===== src/rtl/tlp_pkg.sv =====
// rtl/tlp_pkg.sv - shared types, constants and length decode for the posted-data receive path
package tlp_pkg;

    typedef enum logic [1:0] {
        ST_IDLE = 2'd0,
        ST_XFER = 2'd1,
        ST_DROP = 2'd2
    } state_t;

    localparam int DW_PER_BEAT = 2;
    localparam int BEAT_SHIFT  = $clog2(DW_PER_BEAT);

    // Header length field: 0 encodes the maximum payload of 1024 DW.
    function automatic logic [10:0] decode_len(input logic [9:0] len);
        return (len == 10'd0) ? 11'd1024 : {1'b0, len};
    endfunction

    // DW reserved for a TLP: payload rounded up to a whole number of beats.
    function automatic logic [10:0] need_dw(input logic [9:0] len);
        return (decode_len(len) + 11'd1) & 11'h7FE;
    endfunction

endpackage


===== src/rtl/tlp_space_cnt.sv =====
// rtl/tlp_space_cnt.sv - unreserved FIFO space counter with reserve, release and saturation
module tlp_space_cnt #(
    parameter int C_DEPTH_DW = 1024
) (
    input  logic                          clk,
    input  logic                          rst_n,
    input  logic                          reserve_en,
    input  logic [$clog2(C_DEPTH_DW):0]   reserve_dw,
    input  logic                          rel_valid,
    input  logic [$clog2(C_DEPTH_DW):0]   rel_dw,
    output logic [$clog2(C_DEPTH_DW):0]   free_dw,
    output logic                          err_rel
);

    localparam int W = $clog2(C_DEPTH_DW) + 1;

    logic [W:0] sum;
    logic       over;

    // Next free count; reserve never exceeds free_dw so the subtraction cannot wrap.
    always_comb begin
        sum = {1'b0, free_dw};
        if (reserve_en) begin
            sum = sum - {1'b0, reserve_dw};
        end
        if (rel_valid) begin
            sum = sum + {1'b0, rel_dw};
        end
        over = (sum > (W+1)'(C_DEPTH_DW));
    end

    // Register the free count, clamping at the FIFO depth and flagging over-release.
    always_ff @(posedge clk or negedge rst_n) begin
        if (!rst_n) begin
            free_dw <= W'(C_DEPTH_DW);
            err_rel <= 1'b0;
        end else begin
            free_dw <= over ? W'(C_DEPTH_DW) : sum[W-1:0];
            if (over) begin
                err_rel <= 1'b1;
            end
        end
    end

endmodule


===== src/rtl/tlp_rxpd_ctrl.sv =====
// rtl/tlp_rxpd_ctrl.sv - posted TLP payload admission and FIFO write control (option: TLP_RXPD_POISON_DROP_EN)
module tlp_rxpd_ctrl
    import tlp_pkg::*;
#(
    parameter int C_DEPTH_DW   = 1024,
    parameter int C_DATA_WIDTH = 64
) (
    input  logic                          clk,
    input  logic                          rst_n,
    input  logic                          hdr_valid,
    output logic                          hdr_ready,
    input  logic [9:0]                    hdr_len,
    input  logic                          hdr_ep,
    input  logic [C_DATA_WIDTH-1:0]       s_data,
    input  logic                          s_valid,
    input  logic                          s_last,
    output logic                          s_ready,
    output logic                          fifo_wr_en,
    output logic [C_DATA_WIDTH-1:0]       fifo_wdata,
    input  logic                          fifo_full,
    input  logic                          rel_valid,
    input  logic [$clog2(C_DEPTH_DW):0]   rel_dw,
    output logic [$clog2(C_DEPTH_DW):0]   free_dw,
    output logic                          busy,
    output logic                          err_len,
    output logic                          err_rel,
    output logic [15:0]                   drop_cnt
);

    localparam int W  = $clog2(C_DEPTH_DW) + 1;
    localparam int CW = (W > 11) ? W : 11;

    state_t      state, state_next;
    logic [9:0]  beat_cnt, beat_cnt_next;
    logic [10:0] need;
    logic        fits;
    logic        reserve_en;
    logic        beat;
    logic        drop_entry;

    assign need       = need_dw(hdr_len);
    assign fits       = (CW'(need) <= CW'(free_dw));
    assign fifo_wdata = s_data;
    assign busy       = (state != ST_IDLE);

    tlp_space_cnt #(
        .C_DEPTH_DW (C_DEPTH_DW)
    ) u_space_cnt (
        .clk        (clk),
        .rst_n      (rst_n),
        .reserve_en (reserve_en),
        .reserve_dw (W'(need)),
        .rel_valid  (rel_valid),
        .rel_dw     (rel_dw),
        .free_dw    (free_dw),
        .err_rel    (err_rel)
    );

    // State and remaining-beat registers.
    always_ff @(posedge clk or negedge rst_n) begin
        if (!rst_n) begin
            state    <= ST_IDLE;
            beat_cnt <= 10'd0;
        end else begin
            state    <= state_next;
            beat_cnt <= beat_cnt_next;
        end
    end

    // Header admission, beat acceptance and next-state decode.
    always_comb begin
        state_next    = state;
        beat_cnt_next = beat_cnt;
        hdr_ready     = 1'b0;
        s_ready       = 1'b0;
        fifo_wr_en    = 1'b0;
        reserve_en    = 1'b0;
        beat          = 1'b0;
        drop_entry    = 1'b0;
        case (state)
            ST_IDLE: begin
                if (rst_n && hdr_valid) begin
`ifdef TLP_RXPD_POISON_DROP_EN
                    if (hdr_ep) begin
                        hdr_ready     = 1'b1;
                        drop_entry    = 1'b1;
                        state_next    = ST_DROP;
                        beat_cnt_next = 10'(need >> BEAT_SHIFT);
                    end else if (fits) begin
                        hdr_ready     = 1'b1;
                        reserve_en    = 1'b1;
                        state_next    = ST_XFER;
                        beat_cnt_next = 10'(need >> BEAT_SHIFT);
                    end
`else
                    if (fits) begin
                        hdr_ready     = 1'b1;
                        reserve_en    = 1'b1;
                        state_next    = ST_XFER;
                        beat_cnt_next = 10'(need >> BEAT_SHIFT);
                    end
`endif
                end
            end
            ST_XFER: begin
                s_ready    = ~fifo_full;
                fifo_wr_en = s_valid & ~fifo_full;
                beat       = s_valid & ~fifo_full;
            end
            ST_DROP: begin
                s_ready = 1'b1;
                beat    = s_valid;
            end
            default: begin
                state_next = ST_IDLE;
            end
        endcase
        if (beat) begin
            beat_cnt_next = beat_cnt - 10'd1;
            if (beat_cnt == 10'd1) begin
                state_next = ST_IDLE;
            end
        end
    end

    // Sticky flag: s_last disagrees with the beat count derived from the header.
    always_ff @(posedge clk or negedge rst_n) begin
        if (!rst_n) begin
            err_len <= 1'b0;
        end else if (beat && (s_last != (beat_cnt == 10'd1))) begin
            err_len <= 1'b1;
        end
    end

`ifdef TLP_RXPD_POISON_DROP_EN
    logic [15:0] drop_cnt_q;

    // Count poisoned TLPs discarded, saturating at the counter maximum.
    always_ff @(posedge clk or negedge rst_n) begin
        if (!rst_n) begin
            drop_cnt_q <= 16'd0;
        end else if (drop_entry && (drop_cnt_q != 16'hFFFF)) begin
            drop_cnt_q <= drop_cnt_q + 16'd1;
        end
    end

    assign drop_cnt = drop_cnt_q;
`else
    logic unused_ep;

    assign unused_ep = hdr_ep ^ drop_entry;
    assign drop_cnt  = 16'd0;
`endif

endmodule


===== config.mk =====
export PLATFORM = sky130hd
export DESIGN_NAME = tlp_rxpd_ctrl
export DESIGN_NICKNAME = d
export VERILOG_FILES = /design/src/rtl/tlp_pkg.sv /design/src/rtl/tlp_space_cnt.sv /design/src/rtl/tlp_rxpd_ctrl.sv
export SDC_FILE = /design/constraint.sdc
export NUM_CORES = 1
export LEC_CHECK = 0
export BUFFER_PORTS_ARGS = -buffer_cell sky130_fd_sc_hd__buf_2
export CORE_MARGIN = 2
export CORE_UTILIZATION = 41
export DETAILED_ROUTE_END_ITERATION = 7
export GPL_TIMING_DRIVEN = 0
export PLACE_DENSITY = 0.87
export SLEW_MARGIN = 30
export SYNTH_ARGS = -nofsm -noshare
export SYNTH_HDL_FRONTEND = slang
export SYNTH_SLANG_ARGS = --single-unit

===== constraint.sdc =====
create_clock -name clk -period 4.2 [get_ports clk]
set_input_delay 0.84 -clock clk [delete_from_list [all_inputs] [get_ports clk]]
set_output_delay 0.84 -clock clk [all_outputs]
set_load 0.005 [all_outputs]

==> out/results.ini <==
[run_status]
status=complete, but fails checks
failed_checks=negative setup slack

[place]
portBuffers=106
dp.cells=625
dp_hpwl_um=7166
place_area_sq_um=4089
finalWeightedCongestion=0.8995

[synth]
synth-seq-area-share=0.1914
synth-seq-cells=25
yosys_warnings=0
synthCells=402
syn_area_per_cell_sq_um=8.148
synth_flop_cell=dfrtp_1
synth_cell_type_count=58
synth_edf_count=0
ys_async_sr_fraction=1.000
synth_area_sq_um=3276

[finish]
drive_gt1_frac=0.4857
diodes=0
nets=682
n_fill_cell=676
fin_util=0.5944
final_common_cell=buf_4
layout.cells.non_filler=660
final_cell_mix=buf_4 (110), buf_2 (104), nor2_1 (27)
synthToLayoutAreaGrowth_pct=40.22
design_area_sq_um=4593

[grt]
grt_use_total=0.2017
grt_pass1_vias=3217
grt_pass1_wl_um=14320
antenna_found_initial=0
grt_overflow=0
grt_max_degree=27

[setup_path]
critical_path_class=in -> reg
crit_fanout=8
max_stage_delay_ns=0.55
worst_setup_path_end_kind=register
worstPathRequired_ns=4.34
worstSetupStartpointType=input pin
r2r_cells=19
cp.arrival_ns=5.38
crit_path_top_delay_cell=or4_4

[floorplanning]
dieArea_sq_um=8721
dieHeight_um=93.39
die-width_um=93.39
ioPinCount=190
fp.coreArea_sq_um=7727
rows=32
initial_utilization=0.4239

[pwr]
p_leak_nw=2.335
pwr-share-clk=0.073
sw_frac_of_total=0.4544
p_comb_frac=0.723
power.internal_mw=1.112
power.switching_mw=0.9259
ir_drop_uv=289.4
power_density_nw_per_um2=443.6
p_seq_frac=0.204

[routing]
viasPerCell=5.161
wl_per_cell_um=14.31
wl_um=9443
drtAntennaViolNets=0
vias=3406
drtIter0Drc=196
drc=0
first_pass_iters=5

[clock_tree]
clock_latency_ns=0.28
clk_pin_slew_worst_paths_ns=0.09
clock-sinks=25
cts_tree=yes
clk_path_buf_depth=2
htree_levels=1
cts_hold_buf=0
cts_buffers=3
cts-root-buf=clkbuf_8

[timing]
finalSetupViolations=12
skew_ns=0.003979
finalCritPeriodShare=1.246
drv_slew=0
fin_setup_tns_ns=-11.89
fin_crit_ns=5.234
tightest_slew_ns=0.6011
hold_viol_final=0
fin_ws_ns=-1.034
rsz0062_at_grt=true
slew_headroom=0.5992
max_freq_mhz=191.1

[flow_run]
cap_violations=0

[worst_hold_path]
hold_path_class=reg -> reg
min_path_cells=1

[registers in the layout (all words and copies together), names as in the netlist]
signal / flops
u_space_cnt.free_dw: 11
state: 2
beat_cnt: 10
u_space_cnt.err_rel: 1
err_len: 1
[final timing paths]
kind | endpoint | start | slack (ns)
worst min register to register | err_len | err_len | 0.47
min in group asynchronous | beat_cnt[6] | rst_n | 0.56
worst max-delay path | u_space_cnt.err_rel | hdr_len[1] | -1.03
worst min-delay path | err_len | err_len | 0.47
worst max register to register | u_space_cnt.err_rel | u_space_cnt.free_dw[10] | -0.23
max in group asynchronous | u_space_cnt.free_dw[1] | rst_n | 3.24
[power by group through the flow]
stage | combinational, mW | sequential (mW) | clock (mW)
after floorplan | 0.910 | 0.396 | 0
after global placement | 1.16 | 0.410 | 0
after detailed placement | 1.21 | 0.416 | 0
after CTS | 1.35 | 0.416 | 0.149
after global routing | 1.61 | 0.428 | 0.159
final | 1.47 | 0.416 | 0.148
[area by class of cell]
| class | instances | area [sq um] | share of cell area |
|---|---|---|---|
| multi-input combinational | 286 | 2237 | 0.4871 |
| timing repair buffer | 137 | 797.0 | 0.1735 |
| buffer | 88 | 669.4 | 0.1457 |
| sequential | 25 | 626.9 | 0.1365 |
| tap | 102 | 127.6 | 0.02779 |
| inverter | 18 | 90.09 | 0.01961 |
| clock buffer | 4 | 45.04 | 0.009807 |
[critical path: cells and delay by family]
kind            cells  cell delay (ns)
compound gates     10             1.93
xor+xnor            1             0.18
fa+ha+maj           3             0.73
buf+inv             5             0.49
simple gates        7             1.22
[stage by stage]
stage / hold WS [ns] / worst slack (ns) / total power, mW
detailed placement: 0.4590 / -1.793 / 1.624
finish: 0.4696 / -1.034 / 2.038
global route: 0.4961 / -1.175 / 2.195
CTS: 0.4773 / -0.9751 / 1.919
global placement: 0.4421 / -1.626 / 1.572
floorplan: 0.4412 / -0.9264 / 1.306
[synthesized netlist by cell type (4+ instances only)]
cell / count / area share
and2_1: 7 / 0.013
nor3_1: 11 / 0.017
nand3_1: 7 / 0.011
a21o_1: 8 / 0.018
nand2b_1: 4 / 0.0076
o22ai_1: 5 / 0.0095
o211ai_1: 4 / 0.0092
buf_4: 80 / 0.18
o21a_1: 8 / 0.018
xnor2_1: 12 / 0.032
dfrtp_1: 24 / 0.18
a21oi_1: 12 / 0.018
a31oi_1: 5 / 0.0095
nor2_1: 29 / 0.033
nor2b_1: 4 / 0.0076
xor2_1: 10 / 0.027
and3_1: 4 / 0.0076
o21ai_0: 22 / 0.034
nor4_1: 5 / 0.0095
clkbuf_1: 5 / 0.0057
inv_1: 16 / 0.018
nand2_1: 24 / 0.028
a211oi_1: 6 / 0.014
nand4_1: 5 / 0.0095
ha_1: 28 / 0.11
or3_1: 4 / 0.0076
[routing by layer]
metal	track usage	routed length (um)	vias to the layer above
li1	-	-	1655
met1	0.2259	3460	1541
met2	0.3825	5059	178
met3	0.03304	670	32
met4	0.06863	252	0
met5	0	0	-
[kinds of logic (layout without fill, tap and decap cells)]
kind of cell / count (synthesis) / in the layout / synth area share
simple gates: 115 / 115 / 0.1788
buf+inv: 106 / 247 / 0.2162
compound gates: 94 / 94 / 0.2013
fa+ha+maj: 30 / 30 / 0.1192
flops: 25 / 25 / 0.1914
xor+xnor: 22 / 22 / 0.05882
mux: 9 / 9 / 0.03323
other cells: 1 / 16 / 0.001145
[timing repair]
action	CTS	global route
pin swaps	19	18
buffers inserted	24	7
resized for setup	33	15
endpoints found under the setup margin	13	13
Power figures use the tool's default switching activity.
